==> src/rtl/rob_dual_commit.sv <==
`default_nettype none
// ============================================================================
// Module   : rob_dual_commit
// Brief    : Reorder buffer with CDB writeback, operand bypass, up to two
//            in-order commits per cycle and branch/jalr mispredict flush.
// Revision : 1.0
// ============================================================================
module rob_dual_commit #(
    parameter int DEPTH    = 16,
    parameter int DATA_W   = 32,
    parameter int REG_W    = 5,
    parameter int COMMIT_W = 2,
    localparam int IDX_W   = $clog2(DEPTH),
    localparam int TAG_W   = IDX_W + 1
) (
    input  logic                         clk,
    input  logic                         rst,
    input  logic                         alloc_valid,
    input  logic [1:0]                   alloc_kind,
    input  logic [REG_W-1:0]             alloc_dest,
    input  logic [DATA_W-1:0]            alloc_pc,
    input  logic                         alloc_pred_taken,
    output logic                         alloc_ready,
    output logic [TAG_W-1:0]             alloc_tag,
    input  logic [TAG_W-1:0]             cdb0_tag,
    input  logic [DATA_W-1:0]            cdb0_value,
    input  logic                         cdb0_taken,
    input  logic [DATA_W-1:0]            cdb0_target,
    input  logic [TAG_W-1:0]             cdb1_tag,
    input  logic [DATA_W-1:0]            cdb1_value,
    input  logic [TAG_W-1:0]             q1_tag,
    input  logic [TAG_W-1:0]             q2_tag,
    output logic                         q1_ready,
    output logic [DATA_W-1:0]            q1_value,
    output logic                         q2_ready,
    output logic [DATA_W-1:0]            q2_value,
    output logic [COMMIT_W-1:0]          cm_valid,
    output logic [COMMIT_W*REG_W-1:0]    cm_reg,
    output logic [COMMIT_W*TAG_W-1:0]    cm_tag,
    output logic [COMMIT_W*DATA_W-1:0]   cm_value,
    output logic [TAG_W-1:0]             st_commit_tag,
    output logic                         bp_update,
    output logic [DATA_W-1:0]            bp_pc,
    output logic                         bp_taken,
    output logic                         flush,
    output logic [DATA_W-1:0]            redirect_pc,
    output logic [TAG_W-1:0]             count
);

    localparam logic [1:0]       KIND_REG    = 2'd0;
    localparam logic [1:0]       KIND_STORE  = 2'd1;
    localparam logic [1:0]       KIND_BRANCH = 2'd2;
    localparam logic [1:0]       KIND_JALR   = 2'd3;
    localparam logic [TAG_W-1:0] FULL        = TAG_W'(DEPTH);

    logic [1:0]        kind   [DEPTH];
    logic [REG_W-1:0]  dest   [DEPTH];
    logic [DATA_W-1:0] pc     [DEPTH];
    logic [DATA_W-1:0] value  [DEPTH];
    logic [DATA_W-1:0] target [DEPTH];
    logic              pred   [DEPTH];
    logic              taken  [DEPTH];
    logic [DEPTH-1:0]  ready_bits;

    logic [TAG_W-1:0]  head_ptr, tail_ptr, count_reg;

    logic [1:0]              cm_valid_reg;
    logic [2*REG_W-1:0]      cm_reg_reg;
    logic [2*TAG_W-1:0]      cm_tag_reg;
    logic [2*DATA_W-1:0]     cm_value_reg;
    logic [TAG_W-1:0]        st_tag_reg;
    logic                    bp_update_reg, bp_taken_reg, flush_reg;
    logic [DATA_W-1:0]       bp_pc_reg, redirect_reg;

    logic [IDX_W-1:0] h0, h1, t_idx, cdb0_idx, cdb1_idx, q1_idx, q2_idx;
    logic             alloc_fire, commit0, commit1, is_branch0, is_jalr0;
    logic             flush_now, cv0, cv1;
    logic [TAG_W-1:0] n_commit, tag0, tag1;

    assign h0       = head_ptr[IDX_W-1:0];
    assign h1       = h0 + IDX_W'(1);
    assign t_idx    = tail_ptr[IDX_W-1:0];
    assign cdb0_idx = IDX_W'(cdb0_tag - TAG_W'(1));
    assign cdb1_idx = IDX_W'(cdb1_tag - TAG_W'(1));
    assign q1_idx   = IDX_W'(q1_tag - TAG_W'(1));
    assign q2_idx   = IDX_W'(q2_tag - TAG_W'(1));
    assign tag0     = {1'b0, h0} + TAG_W'(1);
    assign tag1     = {1'b0, h1} + TAG_W'(1);

    assign alloc_ready = (count_reg < FULL) && !flush;
    assign alloc_tag   = {1'b0, t_idx} + TAG_W'(1);
    assign alloc_fire  = alloc_valid && alloc_ready;

    // Slot 1 only retires a plain reg-write that directly follows a reg-write.
    assign commit0    = (count_reg != '0) && ready_bits[h0];
    assign commit1    = (COMMIT_W == 2) && commit0 && (kind[h0] == KIND_REG)
                        && (kind[h1] == KIND_REG) && (count_reg > TAG_W'(1))
                        && ready_bits[h1];
    assign is_branch0 = (kind[h0] == KIND_BRANCH);
    assign is_jalr0   = (kind[h0] == KIND_JALR);
    assign flush_now  = commit0 && (is_jalr0 || (is_branch0 && (taken[h0] != pred[h0])));
    assign n_commit   = TAG_W'(commit0) + TAG_W'(commit1);
    assign cv0        = commit0 && ((kind[h0] == KIND_REG) || is_jalr0) && (dest[h0] != '0);
    assign cv1        = commit1 && (dest[h1] != '0);

    // Operand lookup with same-cycle CDB bypass; CDB0 wins over CDB1.
    always_comb begin
        q1_ready = 1'b0;
        q1_value = '0;
        q2_ready = 1'b0;
        q2_value = '0;
        if (q1_tag != '0) begin
            if (q1_tag == cdb0_tag) begin
                q1_ready = 1'b1;
                q1_value = cdb0_value;
            end else if (q1_tag == cdb1_tag) begin
                q1_ready = 1'b1;
                q1_value = cdb1_value;
            end else begin
                q1_ready = ready_bits[q1_idx];
                q1_value = value[q1_idx];
            end
        end
        if (q2_tag != '0) begin
            if (q2_tag == cdb0_tag) begin
                q2_ready = 1'b1;
                q2_value = cdb0_value;
            end else if (q2_tag == cdb1_tag) begin
                q2_ready = 1'b1;
                q2_value = cdb1_value;
            end else begin
                q2_ready = ready_bits[q2_idx];
                q2_value = value[q2_idx];
            end
        end
    end

    always_ff @(posedge clk) begin
        if (rst) begin
            head_ptr      <= '0;
            tail_ptr      <= '0;
            count_reg     <= '0;
            ready_bits    <= '0;
            cm_valid_reg  <= '0;
            cm_reg_reg    <= '0;
            cm_tag_reg    <= '0;
            cm_value_reg  <= '0;
            st_tag_reg    <= '0;
            bp_update_reg <= 1'b0;
            bp_pc_reg     <= '0;
            bp_taken_reg  <= 1'b0;
            flush_reg     <= 1'b0;
            redirect_reg  <= '0;
        end else begin
            cm_valid_reg  <= {cv1, cv0};
            cm_reg_reg    <= {dest[h1], dest[h0]};
            cm_tag_reg    <= {tag1, tag0};
            cm_value_reg  <= {value[h1], value[h0]};
            st_tag_reg    <= (commit0 && (kind[h0] == KIND_STORE)) ? tag0 : '0;
            bp_update_reg <= commit0 && (is_branch0 || is_jalr0);
            bp_pc_reg     <= pc[h0];
            bp_taken_reg  <= is_jalr0 || taken[h0];
            flush_reg     <= flush_now;
            redirect_reg  <= (is_jalr0 || taken[h0]) ? target[h0] : pc[h0] + DATA_W'(4);
            if (flush_now) begin
                head_ptr  <= '0;
                tail_ptr  <= '0;
                count_reg <= '0;
            end else begin
                head_ptr  <= head_ptr + n_commit;
                tail_ptr  <= tail_ptr + TAG_W'(alloc_fire);
                count_reg <= count_reg + TAG_W'(alloc_fire) - n_commit;
                if (cdb0_tag != '0) ready_bits[cdb0_idx] <= 1'b1;
                if (cdb1_tag != '0) ready_bits[cdb1_idx] <= 1'b1;
                if (alloc_fire)     ready_bits[t_idx]    <= 1'b0;
            end
        end
    end

    // Payload needs no reset: ready_bits gates every use of it.
    always_ff @(posedge clk) begin
        if (!flush_now) begin
            if (cdb0_tag != '0) begin
                value[cdb0_idx]  <= cdb0_value;
                taken[cdb0_idx]  <= cdb0_taken;
                target[cdb0_idx] <= cdb0_target;
            end
            if (cdb1_tag != '0) value[cdb1_idx] <= cdb1_value;
            if (alloc_fire) begin
                kind[t_idx] <= alloc_kind;
                dest[t_idx] <= alloc_dest;
                pc[t_idx]   <= alloc_pc;
                pred[t_idx] <= alloc_pred_taken;
            end
        end
    end

    assign cm_valid      = cm_valid_reg[COMMIT_W-1:0];
    assign cm_reg        = cm_reg_reg[COMMIT_W*REG_W-1:0];
    assign cm_tag        = cm_tag_reg[COMMIT_W*TAG_W-1:0];
    assign cm_value      = cm_value_reg[COMMIT_W*DATA_W-1:0];
    assign st_commit_tag = st_tag_reg;
    assign bp_update     = bp_update_reg;
    assign bp_pc         = bp_pc_reg;
    assign bp_taken      = bp_taken_reg;
    assign flush         = flush_reg;
    assign redirect_pc   = redirect_reg;
    assign count         = count_reg;

endmodule
`default_nettype wire
==> config.mk <==
export PLATFORM = sky130hd
export DESIGN_NAME = rob_dual_commit
export DESIGN_NICKNAME = d
export VERILOG_FILES = /design/src/rtl/rob_dual_commit.sv
export SDC_FILE = /design/constraint.sdc
export NUM_CORES = 2
export LEC_CHECK = 0
export ABC_CLOCK_PERIOD_IN_PS = 7450
export BUFFER_PORTS_ARGS = -buffer_cell sky130_fd_sc_hd__buf_2
export CAP_MARGIN = 10
export CORE_MARGIN = 4
export CORE_UTILIZATION = 23
export DETAILED_ROUTE_END_ITERATION = 8
export PLACE_DENSITY = 0.5
export SYNTH_ARGS = -nofsm -noshare
export SYNTH_HDL_FRONTEND = slang
export SYNTH_SLANG_ARGS = --single-unit
==> constraint.sdc <==
create_clock -name clk -period 7.45 [get_ports clk]
set_clock_uncertainty 0.2 [all_clocks]
set_input_delay 1.1175 -clock clk [delete_from_list [all_inputs] [get_ports clk]]
set_output_delay 1.1175 -clock clk [all_outputs]
set_load 0.05 [all_outputs]
==> run metrics <==
status=finished clean; cts hold-fix bufs=0; total power draw=around 0.027 W; RSZ-0062 raised after global routing=no; crit start category=input port; crit-path max FO=32; post-DP HPWL=~210 mm; Die ar.=roughly 0.4 mm^2; initial DRC count=between 6,000 and 7,000; synthesized area per cell=roughly 18 um^2; Die Wd=about 640 um; Total GRT Usage=between 10% and 20%; DR vias/cell=roughly 5.1; final WL=roughly 340 mm; max_cap viols=0; Final setup violation count=0; Post-CTS Setup Inserts=0; Final Hold Fails=0; leading cell types in the layout, fill and taps excluded=1,680 x edfxtp_1, 888 x mux4_2, 493 x mux2_2; commonest non-fill, non-tap cell in the layout=edfxtp_1; Synth Register Bits=between 1,500 and 2,000; number of global-route vias before repair=55,077; Setup CP Type=in -> out; Final Max Slew Viols=0; Final Util=between 20% and 30%; kind of end point of the critical path=output port; post-CTS sizing=0; worst slew pin tran=roughly 1.3 ns; CTS tree=yes; Starting Density=between 20% and 30%; DR WL/cell=between 30 and 40 um; Residual DRC=0; Post-synth EDFFs=about 1,700; final RePlAce weighted congestion=approximately 0.8; Synth Flop Type=edfxtp_1; IO Port Bufs=394; clock sink total=around 1,900; number of routed nets with antenna violations=0; Largest regs=pc x512, target x512, value x512; Pleak=33.7 nW; Yosys cell types=80; Tmin final=about 6.2 ns; number of buffers created by CTS=208; vias=about 55,000; final worst-path cycle share=83.1%; drt pass-1 iters=6; final instance area=0.107 mm^2; Hold Slack=between 0.3 and 0.4 ns; I/O pin cnt=395; Synth-to-Final Area Change=16.8%; hold crit path type=reg -> reg; Critical Path RT=6.13 ns; Net Count, Synth=5,261; dpl cell area=~0.1 mm^2; Post-Synthesis Cells=5,072; warnings from Yosys=0; # H-tree levels=4; Die H=~640 um; Core Footprint=~0.40 mm^2; largest net degree at the start of global routing=about 120; initial antenna violation count=109; clock-pin slew on the worst setup and hold paths=0.06 ns; maximum root-to-sink buffer count=4; async set-reset flop share out of synthesis=0%; Nets=5,583; clk root buf=clkbuf_16; CP arrival=4.87 ns; fmax=162 MHz; worst slew margin relative to its limit=between 10% and 20%; first-pass GRT wire length=~470 mm; clk_lat worst skew=~0.9 ns; Post-Syn Area=roughly 0.09 mm^2; row cnt=~230; Congestion Overflow GR=0; Seq/Total Area, Yosys=between 50% and 60%; share of layout cells above drive strength 1=a little over two fifths; setup_tns=0 ns; Fillers=between 30,000 and 40,000; power density over cell area=253 mW/mm^2; Worst IR Drop VDD=0.185 mV
==> kinds of logic (layout without fill, tap and decap cells) <==
group                      after synthesis  count (layout)  share of synthesized area, %
DFF                                   1867            1867                          59.3
muxes                                 1648            1648                          31.0
and+or+nand+nor                        565             565                          3.05
buffers and inverters                  479             961                          2.38
AOI/OAI and AO/OA                      429             429                          3.33
xor gates and xnor gates                55              55                         0.527
adders and majority gates               29              29                         0.413
other                                    0              25                             0
==> layer usage <==
| layer | up-vias | track usage [%] | part of all wire [%] |
|---|---|---|---|
| met5 | - | 0 | 0.033 |
| met4 | 18 | 5.39 | 3.6 |
| met3 | 654 | 2.90 | 7.4 |
| met2 | 2878 | 26.9 | 49 |
| met1 | 29667 | 21.2 | 40 |
| li1 | 21913 | - | - |
==> critical path, cell delays in order <==
cell      delay (ns)
buf_8           0.25
clkinv_1        0.35
ha_4            0.84
buf_4           0.55
mux4_2          0.40
nor2b_1         0.15
a211oi_1        0.25
a21oi_1         0.07
mux2i_1         0.41
a211oi_1        0.15
buf_2           0.25
==> per-stage QoR <==
stage          instances  worst slack, ns
2_1_floorplan       5072           0.0417
3_3_place_gp       10426             1.29
3_5_place_dp       10426             1.30
4_1_cts            10796             1.29
5_1_grt            10808            0.958
6_report           10821             1.26
==> Yosys cell counts, types with 37 or more instances <==
cell type	count	share of area (%)
o21ai_0	42	0.23
buf_1	69	0.28
buf_2	96	0.53
and2_1	92	0.63
dfxtp_1	187	4.1
a221oi_1	54	0.52
clkbuf_1	247	1.0
mux2i_1	234	2.6
nor2_1	174	0.71
nor3_1	41	0.22
a211oi_1	108	0.89
mux2_2	493	6.1
edfxtp_1	1680	55
nand2_1	120	0.49
mux4_2	888	22
a21oi_1	88	0.48
nor2b_1	37	0.25
==> final timing paths <==
| path | from | endpoint | slack, ns | cells after the start |
|---|---|---|---|---|
| setup / recovery | q1_tag[0] | q1_value[17] | 1.26 | 11 |
| setup reg to reg | head_ptr[1] | pc[8][26] | 1.47 | 11 |
| hold reg to reg | ready_bits[12] | ready_bits[12] | 0.36 | 2 |
| hold / removal | ready_bits[12] | ready_bits[12] | 0.36 | 2 |
==> final cells by class <==
class                      instances  area, um^2  area share, %
clock inverter                   102        1000          0.936
tap                             5242        6560           6.14
inverter                          29         119          0.111
timing repair buffer             562        3430           3.21
antenna                           25        62.6         0.0586
sequential                      1867       54200           50.8
clock buffer                     268        5710           5.35
multi-input combinational       2726       35700           33.4
==> where the power goes <==
group	switching (W)	internal (W)	total [W]	leakage, nW
registers	0.000232	0.0118	0.0121	16.8
logic	0.00289	0.00166	0.00455	13.6
clock network	0.00440	0.00595	0.0104	3.30
total	0.00752	0.0195	0.0270	33.7
Note: power is estimated with default switching activity, not from simulation.
